<file path="config.mk">
export PLATFORM = sky130hd
export DESIGN_NAME = count_date
export DESIGN_NICKNAME = d
export VERILOG_FILES = /design/src/rtl/date_pkg.sv /design/src/rtl/count_date_month_len.sv /design/src/rtl/count_date.sv
export SDC_FILE = /design/constraint.sdc
export NUM_CORES = 1
export LEC_CHECK = 0
export CAP_MARGIN = 20
export CORE_MARGIN = 10
export CORE_UTILIZATION = 60
export DETAILED_ROUTE_END_ITERATION = 8
export GPL_TIMING_DRIVEN = 0
export MAX_ROUTING_LAYER = met4
export PLACE_DENSITY = 0.82
export SETUP_SLACK_MARGIN = 0.3
export SLEW_MARGIN = 30
export SYNTH_ARGS = -nofsm -noshare
export SYNTH_HDL_FRONTEND = slang
export SYNTH_HIERARCHICAL = 1
export SYNTH_SLANG_ARGS = --single-unit
</file>
<file path="constraint.sdc">
create_clock -name clk -period 9.3 [get_ports clk]
set_input_delay 0.93 -clock clk [delete_from_list [all_inputs] [get_ports clk]]
set_output_delay 0.93 -clock clk [all_outputs]
set_load 0.1 [all_outputs]
</file>
<file path="src/rtl/date_pkg.sv">
// -----------------------------------------------------------------------------
// date_pkg
// Shared types, constants and BCD helpers for the day/month calendar counter.
//   bcd_t        : one BCD digit (4 bits, values 0..9)
//   bcd2_t       : BCD digit pair {ten, unit}; packed so that an ordinary
//                  unsigned compare of two legal pairs orders them numerically
//   JAN..DEC     : month numbers as BCD pairs
//   MAX_DAY_*    : month lengths as BCD pairs
//   WEEKDAY_RST  : weekday at reset (Saturday, matching 01/01/2000)
// -----------------------------------------------------------------------------
package date_pkg;

  typedef logic [3:0] bcd_t;

  typedef struct packed {
    bcd_t ten;
    bcd_t unit;
  } bcd2_t;

  localparam bcd2_t JAN = 8'h01;
  localparam bcd2_t FEB = 8'h02;
  localparam bcd2_t MAR = 8'h03;
  localparam bcd2_t APR = 8'h04;
  localparam bcd2_t MAY = 8'h05;
  localparam bcd2_t JUN = 8'h06;
  localparam bcd2_t JUL = 8'h07;
  localparam bcd2_t AUG = 8'h08;
  localparam bcd2_t SEP = 8'h09;
  localparam bcd2_t OCT = 8'h10;
  localparam bcd2_t NOV = 8'h11;
  localparam bcd2_t DEC = 8'h12;

  localparam bcd2_t MAX_DAY_31 = 8'h31;
  localparam bcd2_t MAX_DAY_30 = 8'h30;
  localparam bcd2_t FEB_LEAP   = 8'h29;
  localparam bcd2_t FEB_NORM   = 8'h28;

  localparam bcd2_t DAY_ONE    = 8'h01;

  localparam logic [2:0] WEEKDAY_RST = 3'd6;

  // BCD pair increment; unit 9 carries into the tens digit.
  function automatic bcd2_t bcd2_inc(input bcd2_t v);
    bcd2_t r;
    if (v.unit == 4'd9) begin
      r.ten  = v.ten + 4'd1;
      r.unit = 4'd0;
    end else begin
      r.ten  = v.ten;
      r.unit = v.unit + 4'd1;
    end
    return r;
  endfunction

  // BCD pair decrement; unit 0 borrows from the tens digit and becomes 9.
  function automatic bcd2_t bcd2_dec(input bcd2_t v);
    bcd2_t r;
    if (v.unit == 4'd0) begin
      r.ten  = v.ten - 4'd1;
      r.unit = 4'd9;
    end else begin
      r.ten  = v.ten;
      r.unit = v.unit - 4'd1;
    end
    return r;
  endfunction

  // Binary 0..99 to BCD pair; used only on elaboration-time constants.
  function automatic bcd2_t bin_to_bcd2(input int unsigned v);
    bcd2_t r;
    r.ten  = 4'(v / 32'd10);
    r.unit = 4'(v % 32'd10);
    return r;
  endfunction

endpackage

</file>
<file path="src/rtl/count_date_month_len.sv">
// -----------------------------------------------------------------------------
// month_len
// Combinational month-length lookup in BCD.
// Ports:
//   i_month     : BCD month 01..12
//   i_leap_year : 1 when the current year is leap (February has 29 days)
//   o_max_day   : BCD number of days in i_month
// An out-of-range month code falls back to 31 days.
// -----------------------------------------------------------------------------
module month_len
  import date_pkg::*;
(
  input  bcd2_t i_month,
  input  logic  i_leap_year,
  output bcd2_t o_max_day
);

  // Month-to-length table; February depends on the leap flag.
  always_comb begin
    o_max_day = MAX_DAY_31;
    case (i_month)
      FEB: begin
        if (i_leap_year) begin
          o_max_day = FEB_LEAP;
        end else begin
          o_max_day = FEB_NORM;
        end
      end
      APR, JUN, SEP, NOV: o_max_day = MAX_DAY_30;
      JAN, MAR, MAY, JUL, AUG, OCT, DEC: o_max_day = MAX_DAY_31;
      default: o_max_day = MAX_DAY_31;
    endcase
  end

endmodule

</file>
<file path="src/rtl/count_date.sv">
// -----------------------------------------------------------------------------
// count_date
// Day/month calendar counter of the century clock. Advances on the midnight
// carry, rolls the year over on Dec 31 -> Jan 1 and supports manual up/down
// adjustment of either the day or the month field.
// Ports:
//   clk, rst_n  : clock and asynchronous active-low reset
//   en_day      : one-cycle day-advance strobe
//   leap_year   : level, current year is leap
//   up, down    : manual adjust requests (one step per cycle)
//   sel_month   : adjust target, 0 = day, 1 = month
//   day_unit/day_ten, month_unit/month_ten : BCD date digits (registered)
//   en_yr       : registered one-cycle pulse on the 31/12 -> 01/01 rollover
//   weekday     : (only with WEEKDAY_EN) 0 = Sunday .. 6 = Saturday
// Build option: define WEEKDAY_EN to add the weekday counter and port.
// Per-cycle priority: en_day > manual adjust > clamp to month length > hold.
// -----------------------------------------------------------------------------
module count_date
  import date_pkg::*;
#(
  parameter int DIGIT_W   = 4,
  parameter int RST_DAY   = 1,
  parameter int RST_MONTH = 1
) (
  input  logic               clk,
  input  logic               rst_n,
  input  logic               en_day,
  input  logic               leap_year,
  input  logic               up,
  input  logic               down,
  input  logic               sel_month,
  output logic [DIGIT_W-1:0] day_unit,
  output logic [DIGIT_W-1:0] day_ten,
  output logic [DIGIT_W-1:0] month_unit,
  output logic [DIGIT_W-1:0] month_ten,
  output logic               en_yr
`ifdef WEEKDAY_EN
  ,
  output logic [2:0]         weekday
`endif
);

  localparam bcd2_t RST_DAY_BCD   = bin_to_bcd2(int'(RST_DAY));
  localparam bcd2_t RST_MONTH_BCD = bin_to_bcd2(int'(RST_MONTH));

  bcd2_t r_day;
  bcd2_t r_month;
  logic  r_en_yr;

  bcd2_t w_day_nxt;
  bcd2_t w_month_nxt;
  logic  w_en_yr_nxt;

  bcd2_t w_cur_len;
  bcd2_t w_adj_month;
  bcd2_t w_adj_len;
  logic  w_adjust;

  // Exactly one of up/down requests a step; both high means hold.
  assign w_adjust = up ^ down;

  // Month a manual month adjust would move to, wrapping 12 <-> 01.
  always_comb begin
    w_adj_month = r_month;
    if (up) begin
      if (r_month == DEC) begin
        w_adj_month = JAN;
      end else begin
        w_adj_month = bcd2_inc(r_month);
      end
    end else begin
      if (r_month == JAN) begin
        w_adj_month = DEC;
      end else begin
        w_adj_month = bcd2_dec(r_month);
      end
    end
  end

  month_len u_len_cur (
    .i_month     (r_month),
    .i_leap_year (leap_year),
    .o_max_day   (w_cur_len)
  );

  // Length of the month being adjusted into, for same-edge day clamping.
  month_len u_len_adj (
    .i_month     (w_adj_month),
    .i_leap_year (leap_year),
    .o_max_day   (w_adj_len)
  );

  // Next-state date and year-carry computation.
  always_comb begin
    w_day_nxt   = r_day;
    w_month_nxt = r_month;
    w_en_yr_nxt = 1'b0;
    if (en_day) begin
      if (r_day < w_cur_len) begin
        w_day_nxt = bcd2_inc(r_day);
      end else begin
        w_day_nxt = DAY_ONE;
        if (r_month == DEC) begin
          w_month_nxt = JAN;
          w_en_yr_nxt = 1'b1;
        end else begin
          w_month_nxt = bcd2_inc(r_month);
        end
      end
    end else if (w_adjust) begin
      if (sel_month) begin
        w_month_nxt = w_adj_month;
        if (r_day > w_adj_len) begin
          w_day_nxt = w_adj_len;
        end else begin
          w_day_nxt = r_day;
        end
      end else if (up) begin
        // >= also wraps a day left above the length by a leap_year drop.
        if (r_day >= w_cur_len) begin
          w_day_nxt = DAY_ONE;
        end else begin
          w_day_nxt = bcd2_inc(r_day);
        end
      end else begin
        if (r_day == DAY_ONE) begin
          w_day_nxt = w_cur_len;
        end else begin
          w_day_nxt = bcd2_dec(r_day);
        end
      end
    end else if (r_day > w_cur_len) begin
      // leap_year fell while on 29/02.
      w_day_nxt = w_cur_len;
    end else begin
      w_day_nxt = r_day;
    end
  end

  // Date and year-pulse registers.
  always_ff @(posedge clk or negedge rst_n) begin
    if (!rst_n) begin
      r_day   <= RST_DAY_BCD;
      r_month <= RST_MONTH_BCD;
      r_en_yr <= 1'b0;
    end else begin
      r_day   <= w_day_nxt;
      r_month <= w_month_nxt;
      r_en_yr <= w_en_yr_nxt;
    end
  end

  assign day_unit   = DIGIT_W'(r_day.unit);
  assign day_ten    = DIGIT_W'(r_day.ten);
  assign month_unit = DIGIT_W'(r_month.unit);
  assign month_ten  = DIGIT_W'(r_month.ten);
  assign en_yr      = r_en_yr;

`ifdef WEEKDAY_EN
  logic [2:0] r_weekday;
  logic [2:0] w_weekday_nxt;

  // Weekday follows calendar days only; manual adjust leaves it alone.
  always_comb begin
    w_weekday_nxt = r_weekday;
    if (en_day) begin
      if (r_weekday == 3'd6) begin
        w_weekday_nxt = 3'd0;
      end else begin
        w_weekday_nxt = r_weekday + 3'd1;
      end
    end else begin
      w_weekday_nxt = r_weekday;
    end
  end

  // Weekday register.
  always_ff @(posedge clk or negedge rst_n) begin
    if (!rst_n) begin
      r_weekday <= WEEKDAY_RST;
    end else begin
      r_weekday <= w_weekday_nxt;
    end
  end

  assign weekday = r_weekday;
`endif

endmodule
</file>
== Word level (Yosys, flattened, before mapping) ==
Index checks and enable logic that the tools add are counted.

* $add $sub $neg: 8
* Order comparisons: 4
* Eq/ne operators: 18
* Multiplexer cells: 26
* Bitwise operators: 1
* Reductions and logical operators: 10

{| class="wikitable"
|+ Operator list
! kind !! count
|-
| $mux 8 || 20
|-
| $eq 8x3->1 const B || 4
|-
| $eq 8x5->1 const B || 3
|-
| $pmux 5 s2 || 2
|-
| $add 4x1->4 const B || 4
|-
| $eq 8x1->1 const B || 2
|-
| $eq 8x2->1 const B || 2
|-
| $eq 8x4->1 const B || 2
|-
| $gt 8x8->1 || 2
|-
| $sub 4x1->4 const B || 4
|-
| $eq 4x4->1 const B || 2
|-
| $ge 8x8->1 || 1
|-
| $logic_not 4->1 || 2
|-
| $lt 8x8->1 || 1
|-
| $reduce_or 4->1 || 2
|-
| $ne 6x4->1 const B || 1
|-
| $reduce_and 3->1 || 2
|-
| $mux 1 || 4
|-
| $ne 4x3->1 const B || 1
|-
| $reduce_bool 2->1 || 2
|-
| $reduce_bool 3->1 || 1
|-
| $ne 2x2->1 const B || 1
|-
| $reduce_and 2->1 || 1
|-
| $xor 1x1->1 || 1
|}

* Bits in registers: 17
* Input bits: 7
* Output and inout bits: 17
* Logic and storage cells: 72

== Depth between registers and ports, before layout ==
Gate-level depths: netlist of run 1.

* Depth after elaboration: 12
* Depth in mapped cells: 19
* Depth with buffers taken out: 18

== Modules after synthesis ==
The synthesis of run 1 kept the hierarchy.

{| class="wikitable"
|+ Modules (own cells, without submodules)
! module !! times used !! cells an instance !! area each (um^2) !! seq. area each (um^2)
|-
| count_date || 1 || 329 || 2576.2 || 427.9
|-
| month_len || 2 || 16 || 115.1 || 0.0
|}

== Least setup slack after synthesis of run 1 ==
Ideal clock, no wire load.

* Path kind: reg-to-reg
* Start: register r_month (netlist bit month_ten[0])
* End: register r_day (netlist bit day_unit[1])
* Setup time: 126 ps
* Arrival: 4180 ps
* Data required time: 9174 ps
* Slack: 4994 ps
* Cell stages (with the launch flop): 18
* Buffers on the path: 1
* Period minus slack after synthesis: 4306 ps
* Cells stage by stage: dfrtp_1 -> inv_1 -> ha_1 -> and2_1 -> a21oi_1 -> nand2_1 -> a21oi_1 -> a221oi_1 -> nor3_1 -> nand4b_1 -> inv_1 -> inv_1 -> ha_1 -> nand4_1 -> o21a_1 -> o32ai_2 -> buf_4 -> mux2_2

{| class="wikitable"
|+ RTL lines
! element !! line !! source
|-
| start: declaration || count_date.sv:47 || <nowiki>bcd2_t r_month;</nowiki>
|-
| start signal: assignment || count_date.sv:148 || <nowiki>r_month <= w_month_nxt;</nowiki>
|-
| end signal: assignment || count_date.sv:147 || <nowiki>r_day <= w_day_nxt;</nowiki>
|-
| end: declaration || count_date.sv:46 || <nowiki>bcd2_t r_day;</nowiki>
|}

==> results.txt, run 1 <==
Area of the die - 7810 um2
Area of the mapped netlist - 2810 um2
Post-synthesis cell type with the largest combined area - dfrtp_1
Initial core utilization - 63.1%
Maximum number of pins on one net before global-route repair - 18
Total setup buffers inserted after CTS - 0
X dimension of the die - 88.4 um
Vertical extent of the die - 88.4 um
Required time reported for the critical path endpoint - 9.44 ns
Power per standard cell area - 368 nW/um2
Total CTS buffers - 3
Global-route wire length before repair - 13.4 mm
DR WL/cell - 18.6 um
CTS sink count - 17
Remaining design rule violation count - 0
Maximum fanout along the worst path - 10
Critical Path Start Type - primary input
GR Overflow Total - 0
Total Routed Length - 8.23 mm
Distinct cell type count of the synthesized netlist - 76
Number of flops mapped to enable cells by yosys - 0
Share of cells above drive strength 1 - 13.0%
Post-route clock skew - 0.00774 ns
Crit path cell chain - clkdlybuf4s50_1 -> buf_4 -> clkbuf_1 -> nand2_1 -> a21oi_1 -> a221oi_1 -> nor3_1 -> nand4b_1 -> inv_1 -> inv_1 -> ha_1 -> nand4_1 -> o21a_1 -> o32ai_2 -> buf_4 -> mux2_2
Clock period minus final worst setup slack - 4.58 ns
Share of synthesized registers carrying an async set or reset - 100%
Worst stage delay on the critical path - 0.53 ns
Number of buffers inserted by hold repair at cts - 0
Vias per cell - 6.77
Data arrival time of the critical path - 4.73 ns
Share of the clock period used by the worst path - 49.3%
Clock Tree Root - clkbuf_8
Most instantiated flip-flop cell in the synthesis netlist - dfrtp_1
CTS max path bufs - 2
Classification of the worst-slack hold path - reg2reg
Leading cell types by count after synthesis - 32 x a21oi_1, 30 x inv_1, 26 x ha_1
Total setup violations reported at the end of the flow - 0
Worst Tran Pin Value - 0.981 ns
Net count reported at finish - 425
Critical Path End Type - flop
Vias in the first global route - 2656
Antenna violations before repair - 0
TritonCTS clock tree - done
Register area share after synthesis - 15.2%
Static leakage power - 1.31 nW
Cell family with the largest share of critical-path delay - buffers and inverters
Max rail drop VDD - 0.255 mV
Non-filler cells, final - 443
CP max stage cell - clkdlybuf4s50_1
Headroom to the max-slew limit - 34.4%
Placeable core region - 4440 um2
Yosys top cell area share - 13.4%
Setup TNS - 0 ns
Top cells by area in the synthesized netlist - dfrtp_1 13%, ha_1 12%, a21oi_1 5.7%
CTS HTree Levels - 1
Cell count after placement - 439
GP Congestion - 1.05
Overall fraction of global-route tracks in use - 21.8%
Count of pins on the block boundary - 24
Worst path bufs/invs - 6
Class of the most critical setup path - in2reg
Hold Violations, Final - 0
Inserted Diodes - 0
Number of vias after detailed routing - 2999
Latest clock arrival within the worst-skew pair - 0.25 ns
Post-route ant nets - 0
Port Buffer Count - 20
Final count of pins violating max slew - 0
Half-perimeter wire length of the detailed placement result - 6.29 mm
Total of cells resized after clock tree synthesis - 0
Clock transition at the registers of the reported paths - 0.07 ns
Drt first pass iters - 6
Post-synthesis cell count - 361
Synthesized area divided by synthesized cell count - 7.77 um2
Result of the run - finished clean
Number of DRC markers after the initial detailed-route iteration - 321
Unrepaired setup endpoints after global routing - false
Most repeated cell in the gate-level netlist after synthesis - a21oi_1
Max-cap check violation count - 0
Upper clock frequency limit - 218 MHz
Number of flip-flops and latches in the synthesized netlist - 17
Row cnt - 24
Layout overhead on the synthesized area - 11.9%
Syn. warnings - 6
-- power by group --
| part | switching [W] | internal (W) |
|---|---|---|
| clock | 0.0000249 | 0.0000304 |
| combinational | 0.000613 | 0.000297 |
| sequential | 0.0000802 | 0.000111 |
-- layout make-up --
type                            count  area [um2]
Tap cell                           52        65.1
Sequential cell                    17         428
Buffer                             29         181
Clock buffer                        4        45.0
Timing Repair Buffer               20         200
Multi-Input combinational cell    289        2100
Fill cell                         394        1310
Inverter                           32         120
-- sequential cells by signal, summed over array words and instances (netlist names) --
name / count
day_ten: 4
day_unit: 4
en_yr: 1
month_ten: 4
month_unit: 4
-- layer usage --
metal	GRT usage, %	part of all wire [%]	vias up
met5	-	0	-
met4	4.11	1.6	0
met3	3.86	11	17
met2	31.2	43	214
met1	31.1	44	1372
li1	-	-	1396
-- layout by cell type (no fill, tap or decap), types with 3 or more instances in the layout --
cell and count:
o22ai_1 9, nand4_1 7, clkbuf_1 8, nand4b_1 3, clkdlybuf4s50_1 20, mux2i_1 5
nand3_1 9, buf_4 13, ha_1 26, inv_1 30, o21ai_0 15, clkbuf_8 3
a2bb2oi_1 3, xor2_1 4, conb_1 10, nand2_1 21, xnor2_1 5, o21ai_1 4
o31ai_1 3, nor2b_1 10, nor2_1 21, a21oi_1 32, nand2b_1 3, buf_2 7
o211ai_1 4, mux2_2 3, a221oi_1 10, nor3_1 6, a31oi_1 4, o21a_1 6
dfrtp_1 15, o2bb2ai_1 6, o32ai_1 3
-- through the flow --
| stage | setup slack [ns] | hold slack (ns) | util (%) | area (um2) | total power, W |
|---|---|---|---|---|---|
| 6_report | 4.72 | 0.558 | 70.6 | 3140 | 0.00116 |
| 5_1_grt | 4.45 | 0.597 | 70.6 | 3140 | 0.00124 |
| 4_1_cts | 4.78 | 0.560 | 70.6 | 3140 | 0.00114 |
| 3_5_place_dp | 4.51 | 0.551 | 69.6 | 3090 | 0.00108 |
| 3_3_place_gp | 4.53 | 0.535 | 69.6 | 3090 | 0.00107 |
| 2_1_floorplan | 4.99 | 0.634 | - | 2830 | 0.000881 |
-- cells by family (layout without fill, tap and decap cells) --
logic type | after synthesis | count (layout) | synth area share (%)
and+or+nand+nor | 105 | 105 | 22.6
buffers and inverters | 61 | 85 | 10.7
other | 4 | 10 | 0.535
adders and majority gates | 26 | 26 | 11.6
AOI/OAI and AO/OA | 130 | 130 | 33.0
DFF | 17 | 17 | 15.2
muxes | 9 | 9 | 3.39
xor gates and xnor gates | 9 | 9 | 2.81
-- worst register-to-register path, delay by kind of cell, from the launching register on --
family / cells / cell delay [ns]
simple gates: 5 / 1.27
mux: 1 / 0.35
buf+inv: 5 / 0.90
compound gates: 4 / 0.82
flops: 1 / 0.57
fa+ha+maj: 1 / 0.32
-- worst paths after layout --
path,cells after the start,slack (ns),from,endpoint
min,2,0.56,day_unit[0]$_DFFE_PN1P_,day_unit[0]$_DFFE_PN1P_
min in group asynchronous,1,1.15,rst_n,day_unit[1]$_DFFE_PN0P_
max reg2reg,16,4.95,month_unit[0]$_DFFE_PN1P_,day_unit[1]$_DFFE_PN0P_
max,16,4.72,up,day_unit[1]$_DFFE_PN0P_
min reg2reg,2,0.56,day_unit[0]$_DFFE_PN1P_,day_unit[0]$_DFFE_PN1P_
max in group asynchronous,1,7.63,rst_n,month_ten[3]$_DFFE_PN0P_
Note: power is estimated with default switching activity, not from simulation.
==> run 2: changes to the inputs <==
- clock period: 9.3 -> 4.4 ns (I/O delays scaled with it)
==> run 2 against run 1 <==
Effect of this change: clock-buffer cell count is the same; highest routed layer unchanged; utilization up 2.6 points; worst setup slack lost 4.3 ns; routed wire length rose by 1.6%; critical path depth up 2; die area did not move; cell count increased by 2.0%; worst hold slack lost 0.0056 ns; first-iteration DRC count decreased by 17%; clock skew shrank 0.0060 ns; global-route usage is 0.35 points higher; non-clock buffer count rose by 9.
==> results.txt, run 2 (synthesis results as in run 1) <==
Half-perimeter wire length of the detailed placement result - 6.38 mm
Total setup violations reported at the end of the flow - 0
Vias per cell - 6.72
Clock Tree Root - clkbuf_8
Share of the clock period used by the worst path - 90.5%
Count of pins on the block boundary - 24
Row cnt - 24
First element of the critical path - month_unit[3]$_DFFE_PN0P_
Headroom to the max-slew limit - 33.7%
CTS sink count - 17
Latest clock arrival within the worst-skew pair - 0.26 ns
Post-route ant nets - 0
Port Buffer Count - 20
Worst Tran Pin Value - 0.991 ns
Total Routed Length - 8.37 mm
Maximum fanout along the worst path - 9
Upper clock frequency limit - 251 MHz
Worst path bufs/invs - 3
Non-filler cells, final - 452
Critical Path End Type - flop
Setup TNS - 0 ns
Maximum number of pins on one net before global-route repair - 18
Hold Violations, Final - 0
Unrepaired setup endpoints after global routing - true
Total CTS buffers - 3
Layout overhead on the synthesized area - 16.0%
CP max stage cell - dfrtp_2
Classification of the worst-slack hold path - reg2reg
CTS max path bufs - 2
Final Util - 73.3%
Class of the most critical setup path - reg2reg
Static leakage power - 1.35 nW
Remaining design rule violation count - 0
Critical Path Start Type - flop
Area of the die - 7810 um2
Worst R2R Start - month_unit[3]$_DFFE_PN0P_
Cell count after placement - 439
Clock transition at the registers of the reported paths - 0.07 ns
Most used cells in the layout excluding fill and tap cells - 30 x inv_1, 30 x a21oi_1, 26 x ha_1
Net count reported at finish - 434
Post-route clock skew - 0.00171 ns
Final count of pins violating max slew - 0
X dimension of the die - 88.4 um
Placeable core region - 4440 um2
Antenna violations before repair - 0
Share of cells above drive strength 1 - 18.3%
Global-route wire length before repair - 13.6 mm
DR WL/cell - 18.5 um
Vias in the first global route - 2645
CTS HTree Levels - 1
Clock period minus final worst setup slack - 3.98 ns
Vertical extent of the die - 88.4 um
Inserted Diodes - 0
Crit path cell chain - buf_2 -> nor4_4 -> nand4_1 -> nand2_2 -> o22ai_1 -> nand2_1 -> o221ai_1 -> nor3_2 -> nand4b_1 -> buf_4 -> inv_1 -> ha_1 -> a21oi_1 -> o21ai_0 -> o21a_1 -> o32ai_2 -> nor2_1 -> mux2_2
Max-cap check violation count - 0
Number of DRC markers after the initial detailed-route iteration - 267
Number of vias after detailed routing - 3036
Max rail drop VDD - 0.673 mV
GP Congestion - 0.973
Worst stage delay on the critical path - 0.43 ns
Hold path startpoint - day_unit[0]$_DFFE_PN1P_
TritonCTS clock tree - done
Cell family with the largest share of critical-path delay - simple AND/OR/NAND/NOR gates
Power after layout - 0.00252 W
GR Overflow Total - 0
Worst setup slack after placement - 0.0196 ns
Data arrival time of the critical path - 4.13 ns
Worst setup slack after layout - 0.418 ns
Result of the run - finished clean
Drt first pass iters - 5
Initial core utilization - 63.1%
Overall fraction of global-route tracks in use - 22.2%
Required time reported for the critical path endpoint - 4.55 ns
Power per standard cell area - 775 nW/um2
-- run 2: changes by cell type in the layout (fill, tap and decap cells not counted), moves of 2 or more --
cell      delta
buf_4        +9
dfrtp_2      +5
dfrtp_1      -5
clkbuf_1     -2
nor4_2       -2
a21oi_2      +2
nor4_4       +2
a21oi_1      -2
clkbuf_2     +2
-- run 2: routing by layer --
layer  vias to the layer above  GRT usage (%)  wire length, um
met5                         -              -                0
met4                         0           4.70               98
met3                        13           2.39              712
met2                       170           31.4             3620
met1                      1431           32.6             3940
li1                       1422              -                -
-- run 2: worst reg2reg max path: cells and delay by family, from the launching register on --
family	cells	cell delay, ns
simple gates	7	1.57
fa+ha+maj	1	0.13
compound gates	6	0.92
mux	1	0.37
buf+inv	3	0.44
flops	1	0.43
-- run 2: layout make-up --
cell class	count	area [um2]
Multi-Input combinational cell	289	2140
Fill cell	381	1190
Sequential cell	17	434
Timing Repair Buffer	29	268
Buffer	29	184
Inverter	32	124
Tap cell	52	65.1
Clock buffer	4	45.0
-- run 2: per-stage QoR --
step | hold slack (ns) | instance area, um2
finish | 0.552 | 3260
global route | 0.569 | 3260
CTS | 0.554 | 3170
detailed placement | 0.542 | 3100
global placement | 0.529 | 3100
floorplan | 0.144 | 2830
-- run 2: worst paths after layout --
path	slack, ns	cells after the start	endpoint
setup / recovery	0.42	18	day_ten[1]$_DFFE_PN0P_
hold / removal	0.55	2	day_unit[0]$_DFFE_PN1P_
setup reg to reg	0.42	18	day_ten[1]$_DFFE_PN0P_
hold reg to reg	0.55	2	day_unit[0]$_DFFE_PN1P_
max in group asynchronous	3.15	1	month_ten[1]$_DFFE_PN0P_
min in group asynchronous	0.67	1	day_unit[3]$_DFFE_PN0P_
-- run 2: timing repair --
item	4_1_cts	5_1_grt
gates resized for setup	0	14
setup endpoints to repair	7	8
hold buffers	0	0
pin swaps	1	1
buffers inserted	4	5
-- run 2: power by group --
part | switching, W | total, W | internal (W)
Combinational | 0.00133 | 0.00200 | 0.000667
Clock | 0.0000613 | 0.000126 | 0.0000645
Sequential | 0.000161 | 0.000399 | 0.000238
Total | 0.00155 | 0.00252 | 0.000970
